## config.mk

```make
export PLATFORM = sky130hd
export DESIGN_NAME = rega_sequenciador
export DESIGN_NICKNAME = d
export VERILOG_FILES = /design/src/rtl/rega_sequenciador.sv
export SDC_FILE = /design/constraint.sdc
export NUM_CORES = 1
export LEC_CHECK = 0
export BUFFER_PORTS_ARGS = -buffer_cell sky130_fd_sc_hd__buf_2
export CORE_MARGIN = 1
export CORE_UTILIZATION = 35
export CTS_CLUSTER_DIAMETER = 200
export DETAILED_ROUTE_END_ITERATION = 12
export HOLD_SLACK_MARGIN = 0.02
export MAX_ROUTING_LAYER = met4
export PLACE_DENSITY = 0.53
export SYNTH_ARGS = -nofsm -noshare
export SYNTH_HDL_FRONTEND = slang
export SYNTH_SLANG_ARGS = --single-unit
```

## constraint.sdc

```tcl
create_clock -name Clk -period 4.6 [get_ports Clk]
set_input_delay 0.46 -clock Clk [delete_from_list [all_inputs] [get_ports Clk]]
set_output_delay 0.46 -clock Clk [all_outputs]
set_load 0.01 [all_outputs]
```

## src/rtl/rega_sequenciador.sv

```systemverilog
// Irrigation-cycle controller: request check, timed watering, settling countdown, alarm.
// Optional macro REGA_RETRY_EN: up to two extra watering phases when soil is still dry after settling.
module rega_sequenciador #(
   parameter int COUNT_W       = 3,
   parameter int WATER_TIME    = 5,
   parameter int COOLDOWN_TIME = 3
) (
   input  logic               Clk,
   input  logic               Reset,
   input  logic               Tick,
   input  logic               Start,
   input  logic               Umidade,
   input  logic               NivelBaixo,
   input  logic               Modo,
   output logic               ValvGot,
   output logic               ValvAsp,
   output logic [COUNT_W-1:0] Contagem,
   output logic               Ocupado,
   output logic               Alarme,
   output logic               Fim
);

   localparam logic [COUNT_W-1:0] WT = COUNT_W'(WATER_TIME);
   localparam logic [COUNT_W-1:0] CT = COUNT_W'(COOLDOWN_TIME);

   typedef enum logic [1:0] {IDLE, WATER, COOL, ALARM} state_t;

   state_t state;
   logic   mode;
   logic   retry_go;

`ifdef REGA_RETRY_EN
   logic [1:0] retry;
   assign retry_go = !Umidade && (retry < 2'd2);
`else
   assign retry_go = 1'b0;
`endif

   always_ff @(posedge Clk) begin
      if (Reset) begin
         state    <= IDLE;
         mode     <= 1'b0;
         ValvGot  <= 1'b0;
         ValvAsp  <= 1'b0;
         Contagem <= '0;
         Ocupado  <= 1'b0;
         Alarme   <= 1'b0;
         Fim      <= 1'b0;
`ifdef REGA_RETRY_EN
         retry    <= 2'd0;
`endif
      end else begin
         Fim <= 1'b0;
         case (state)
            IDLE: begin
`ifdef REGA_RETRY_EN
               retry <= 2'd0;
`endif
               if (Start && NivelBaixo) begin
                  state    <= ALARM;
                  Ocupado  <= 1'b1;
                  Alarme   <= 1'b1;
                  Contagem <= '0;
               end else if (Start && !Umidade) begin
                  state    <= WATER;
                  Ocupado  <= 1'b1;
                  Contagem <= WT;
                  mode     <= Modo;
                  ValvGot  <= ~Modo;
                  ValvAsp  <= Modo;
               end
            end
            WATER: begin
               if (NivelBaixo) begin
                  state    <= ALARM;
                  Alarme   <= 1'b1;
                  Contagem <= '0;
                  ValvGot  <= 1'b0;
                  ValvAsp  <= 1'b0;
               end else if (Umidade || (Tick && Contagem == '0)) begin
                  state    <= COOL;
                  Contagem <= CT;
                  ValvGot  <= 1'b0;
                  ValvAsp  <= 1'b0;
               end else if (Tick) begin
                  Contagem <= Contagem - 1'b1;
               end
            end
            COOL: begin
               if (Tick) begin
                  if (Contagem != '0) begin
                     Contagem <= Contagem - 1'b1;
                  end else if (retry_go) begin
                     // Soil still dry: water again with the mode latched at acceptance
                     state    <= WATER;
                     Contagem <= WT;
                     ValvGot  <= ~mode;
                     ValvAsp  <= mode;
`ifdef REGA_RETRY_EN
                     retry    <= retry + 2'd1;
`endif
                  end else begin
                     state   <= IDLE;
                     Ocupado <= 1'b0;
                     Fim     <= 1'b1;
                  end
               end
            end
            ALARM: begin
               if (!NivelBaixo && !Start) begin
                  state   <= IDLE;
                  Ocupado <= 1'b0;
                  Alarme  <= 1'b0;
               end
            end
            default: state <= IDLE;
         endcase
      end
   end

endmodule

```

==> metrics.txt <==
# TYPE chip_impl_metric gauge
chip_impl_info{name="status",value="finished clean"} 1
chip_impl_metric{name="grt_pass1_wl",unit="microns"} 2490
chip_impl_metric{name="power_per_cell_area",unit="mW/mm^2"} 602
chip_impl_metric{name="clock-sinks",unit=""} 10
chip_impl_metric{name="detailroute.via_count",unit=""} 656
chip_impl_metric{name="vdd_drop_max",unit="mV"} 0.254
chip_impl_metric{name="drc",unit=""} 0
chip_impl_info{name="r2r_start",value="state[1]$_SDFFE_PP0P_"} 1
chip_impl_metric{name="grt_pass1_vias",unit=""} 564
chip_impl_metric{name="reg2reg_slack",unit="ns"} 2.75
chip_impl_metric{name="cp.arrival",unit="ns"} 2.01
chip_impl_metric{name="design_area",unit="sq um"} 836
chip_impl_metric{name="synth_warnings",unit=""} 0
chip_impl_metric{name="layout_worst_path_cycle_share",unit=""} 0.403
chip_impl_metric{name="fin_worst_hold_slack",unit="ns"} 0.469
chip_impl_metric{name="totalWireLength",unit="microns"} 1570
chip_impl_metric{name="boundaryPins",unit=""} 15
chip_impl_metric{name="synthesis.area",unit="sq um"} 729
chip_impl_metric{name="max_freq",unit="MHz"} 540
chip_impl_metric{name="die-area",unit="sq mm"} 0.00227
chip_impl_info{name="cts_root_buf",value="sky130_fd_sc_hd__clkbuf_4"} 1
chip_impl_metric{name="utilization",unit=""} 0.426
chip_impl_metric{name="timing.final.hold_violations",unit=""} 0
chip_impl_metric{name="final_layout_size_suffix_gt1_frac",unit=""} 0.212
chip_impl_info{name="critical_path_class",value="flop to flop"} 1
chip_impl_metric{name="postSynthRegisterBits",unit=""} 10
chip_impl_metric{name="synth.lib_cells_used.distinct",unit=""} 33
chip_impl_info{name="critPathLaunchType",value="flop"} 1
chip_impl_metric{name="diodes",unit=""} 0
chip_impl_metric{name="routed_via_density",unit=""} 5.21
chip_impl_info{name="critPathSlowestCell",value="sky130_fd_sc_hd__or3_1"} 1
chip_impl_info{name="worstSetupStartpoint",value="state[1]$_SDFFE_PP0P_"} 1
chip_impl_metric{name="htree_num_levels",unit=""} 1
chip_impl_metric{name="port_buffers",unit=""} 14
chip_impl_metric{name="drv_slew",unit=""} 0
chip_impl_metric{name="timing.critical_path.fanout_max",unit=""} 11
chip_impl_metric{name="fin_crit",unit="ns"} 1.85
chip_impl_metric{name="drt-pass1-iter-count",unit=""} 4
chip_impl_info{name="grt_setup_unrepaired",value="false"} 1
chip_impl_info{name="path_cells",value="inv_1, ha_1, or3_1, a21oi_1, mux2_2"} 1
chip_impl_metric{name="max_cap_viol_count",unit=""} 0
chip_impl_metric{name="1st_iter_drt_viols",unit=""} 19
chip_impl_metric{name="worst_path_largest_cell_delay",unit="ns"} 0.41
chip_impl_metric{name="synth_fp_nets",unit=""} 100
chip_impl_info{name="critical_path.endpoint_type",value="flop"} 1
chip_impl_metric{name="initial_utilization",unit=""} 0.372
chip_impl_metric{name="worst_slew_pin_tran",unit="ns"} 0.395
chip_impl_metric{name="synthXorXnorAreaFrac",unit=""} 0
chip_impl_metric{name="track_usage",unit=""} 0.167
chip_impl_metric{name="synthAdderAreaFrac",unit=""} 0.137
chip_impl_metric{name="power.static_leakage",unit="uW"} 0.000374
chip_impl_metric{name="placed_cell_area",unit="sq um"} 813
chip_impl_metric{name="cts_made_buffers",unit=""} 3
chip_impl_metric{name="cts.path.max_buffers",unit=""} 2
chip_impl_metric{name="data_required_time_of_the_critical_path",unit="ns"} 4.76
chip_impl_metric{name="initial_antenna_violation_count",unit=""} 0
chip_impl_metric{name="setup_viol_count_final",unit=""} 0
chip_impl_info{name="tritoncts_clock_tree",value="yes"} 1
chip_impl_metric{name="synthMuxAreaShare",unit=""} 0.0292
chip_impl_metric{name="syn2layout_area_growth",unit="%"} 14.6
chip_impl_metric{name="gpl_congestion",unit=""} 0.795
chip_impl_metric{name="clkTransAtPathRegs",unit="ns"} 0.06
chip_impl_metric{name="simple_gate_portion_of_the_synthesized_area",unit=""} 0.221
chip_impl_metric{name="floorplan.die.width",unit="microns"} 47.7
chip_impl_metric{name="grt_max_degree",unit=""} 14
chip_impl_metric{name="setup_tns_final",unit="ns"} 0
chip_impl_metric{name="wire_per_inst",unit="microns"} 12.5
chip_impl_metric{name="grt_overflow_total",unit=""} 0
chip_impl_metric{name="synthesis.area_per_instance",unit="sq um"} 8.58
chip_impl_metric{name="die_h",unit="microns"} 47.7
chip_impl_metric{name="synth_compound_area_frac",unit=""} 0.269
chip_impl_info{name="hold_class",value="flop to flop"} 1
chip_impl_metric{name="cp.buffers_inverters",unit=""} 1
chip_impl_info{name="path_delay_family",value="simple AND/OR/NAND/NOR gates"} 1
chip_impl_metric{name="max-slew-margin-rel",unit=""} 0.736
chip_impl_metric{name="cts_post_setup_buffers_inserted",unit=""} 0
chip_impl_metric{name="clock_skew",unit="ns"} 0.00171
chip_impl_metric{name="holdBufCountCts",unit=""} 0
chip_impl_info{name="hp-start",value="ValvAsp$_SDFFE_PP0P_"} 1
chip_impl_metric{name="post_cts.resized_instances",unit=""} 0
chip_impl_metric{name="nFillCells",unit=""} 228
chip_impl_metric{name="fp.coreArea",unit="sq mm"} 0.00196
chip_impl_metric{name="worst_skew_pair.late_latency",unit="ns"} 0.26
chip_impl_info{name="combinational_family_with_the_most_area_after_synthesis",value="compound AO/OA/AOI/OAI gates"} 1
chip_impl_metric{name="netlist_instances",unit=""} 85
chip_impl_metric{name="fin_nets",unit=""} 116
chip_impl_metric{name="hpwl",unit="microns"} 1180
chip_impl_metric{name="synth_sequential_area_ratio",unit=""} 0.274
chip_impl_metric{name="ant_nets",unit=""} 0
chip_impl_metric{name="number_of_standard_cell_rows_in_the_floorplan",unit=""} 16
## tightest hold or removal path: cells and delay by family, from the launching register on
kind             cells  cell delay (ns)
AO/OA/AOI/OAI        1             0.05
flip-flops           1             0.31
AND/OR/NAND/NOR      1             0.06
## metrics by stage
step | setup WS [ns] | instances | total power [uW]
2_1_floorplan | 2.83 | 85 | 372
3_3_place_gp | 2.75 | 123 | 443
3_5_place_dp | 2.76 | 123 | 442
4_1_cts | 2.74 | 126 | 507
5_1_grt | 2.62 | 126 | 552
6_report | 2.75 | 126 | 503
## synthesized netlist by cell type
cell type / count / share of area
sky130_fd_sc_hd__a21oi_1: 10 / 0.069
sky130_fd_sc_hd__dfxtp_1: 10 / 0.27
sky130_fd_sc_hd__ha_1: 8 / 0.14
sky130_fd_sc_hd__inv_1: 8 / 0.041
sky130_fd_sc_hd__nor2_1: 5 / 0.026
sky130_fd_sc_hd__nor2b_1: 5 / 0.043
sky130_fd_sc_hd__nor3_1: 4 / 0.027
sky130_fd_sc_hd__a311oi_1: 3 / 0.036
sky130_fd_sc_hd__nand2b_1: 3 / 0.026
sky130_fd_sc_hd__a211o_1: 2 / 0.024
sky130_fd_sc_hd__nand2_1: 2 / 0.010
sky130_fd_sc_hd__o21ai_0: 2 / 0.014
sky130_fd_sc_hd__o31ai_1: 2 / 0.021
sky130_fd_sc_hd__or4_1: 2 / 0.021
sky130_fd_sc_hd__a21boi_2: 1 / 0.015
sky130_fd_sc_hd__a21o_1: 1 / 0.010
sky130_fd_sc_hd__a311oi_2: 1 / 0.021
sky130_fd_sc_hd__a32oi_1: 1 / 0.012
sky130_fd_sc_hd__and3_1: 1 / 0.0086
sky130_fd_sc_hd__buf_2: 1 / 0.0069
sky130_fd_sc_hd__buf_6: 1 / 0.015
sky130_fd_sc_hd__clkbuf_1: 1 / 0.0051
sky130_fd_sc_hd__mux2_2: 1 / 0.015
sky130_fd_sc_hd__mux2i_1: 1 / 0.014
sky130_fd_sc_hd__nand2b_4: 1 / 0.019
sky130_fd_sc_hd__nand3_1: 1 / 0.0069
sky130_fd_sc_hd__nand3b_1: 1 / 0.010
sky130_fd_sc_hd__nand4bb_1: 1 / 0.015
sky130_fd_sc_hd__o2111ai_1: 1 / 0.012
sky130_fd_sc_hd__o21a_1: 1 / 0.010
sky130_fd_sc_hd__o31a_1: 1 / 0.012
sky130_fd_sc_hd__o32a_1: 1 / 0.014
sky130_fd_sc_hd__or3_1: 1 / 0.0086
## cells by family (layout without fill, tap and decap cells)
logic type                 after synthesis  in the layout
muxes                                    2              2
AOI/OAI and AO/OA                       27             27
buffers and inverters                   11             25
adders and majority gates                8              8
and+or+nand+nor                         27             27
DFF                                     10             10
## routing by layer
layer | part of all wire | track usage | up-vias
met5 | 0 | - | -
met4 | 0.015 | 0.0833 | 0
met3 | 0.048 | 0.0453 | 2
met2 | 0.41 | 0.227 | 16
met1 | 0.52 | 0.224 | 292
li1 | - | - | 346
## worst paths after layout
kind         depth (start not counted)                    to
min reg2reg                          2  ValvAsp$_SDFFE_PP0P_
max                                  5   Alarme$_SDFFE_PP0P_
max reg2reg                          5   Alarme$_SDFFE_PP0P_
min                                  2  ValvAsp$_SDFFE_PP0P_
## flip-flops by register name (all words and copies together) (netlist names)
| register | count |
|---|---|
| ValvGot | 1 |
| ValvAsp | 1 |
| state | 2 |
| Ocupado | 1 |
| Alarme | 1 |
| Fim | 1 |
| Contagem | 3 |
## report_power, final
group	total, uW	switching (uW)	internal, uW
clock	59.7	29.5	30.3
sequential	137	21.1	115
combinational	307	168	138
## cell type report
class                           instances  area, sq um  area share
Sequential cell                        10          200       0.240
Multi-Input combinational cell         64          479       0.573
Tap cell                               27         33.8      0.0404
Clock buffer                            3         22.5      0.0269
Inverter                                8         30.0      0.0359
Timing Repair Buffer                   14         70.1      0.0838
## cells in the final DEF, fill, tap and decap left out, types with 2 or more instances in the layout
cell type / synthesis / routed
sky130_fd_sc_hd__buf_2: 1 / 14
sky130_fd_sc_hd__dfxtp_1: 10 / 10
sky130_fd_sc_hd__a21oi_1: 10 / 10
sky130_fd_sc_hd__inv_1: 8 / 8
sky130_fd_sc_hd__ha_1: 8 / 8
sky130_fd_sc_hd__nor2b_1: 5 / 5
sky130_fd_sc_hd__nor2_1: 5 / 5
sky130_fd_sc_hd__nor3_1: 4 / 4
sky130_fd_sc_hd__nand2b_1: 3 / 3
sky130_fd_sc_hd__a311oi_1: 3 / 3
sky130_fd_sc_hd__clkbuf_4: 0 / 3
sky130_fd_sc_hd__or4_1: 2 / 2
sky130_fd_sc_hd__nand2_1: 2 / 2
sky130_fd_sc_hd__o31ai_1: 2 / 2
sky130_fd_sc_hd__a211o_1: 2 / 2
sky130_fd_sc_hd__o21ai_0: 2 / 2
(Power assumes the default switching activity.)
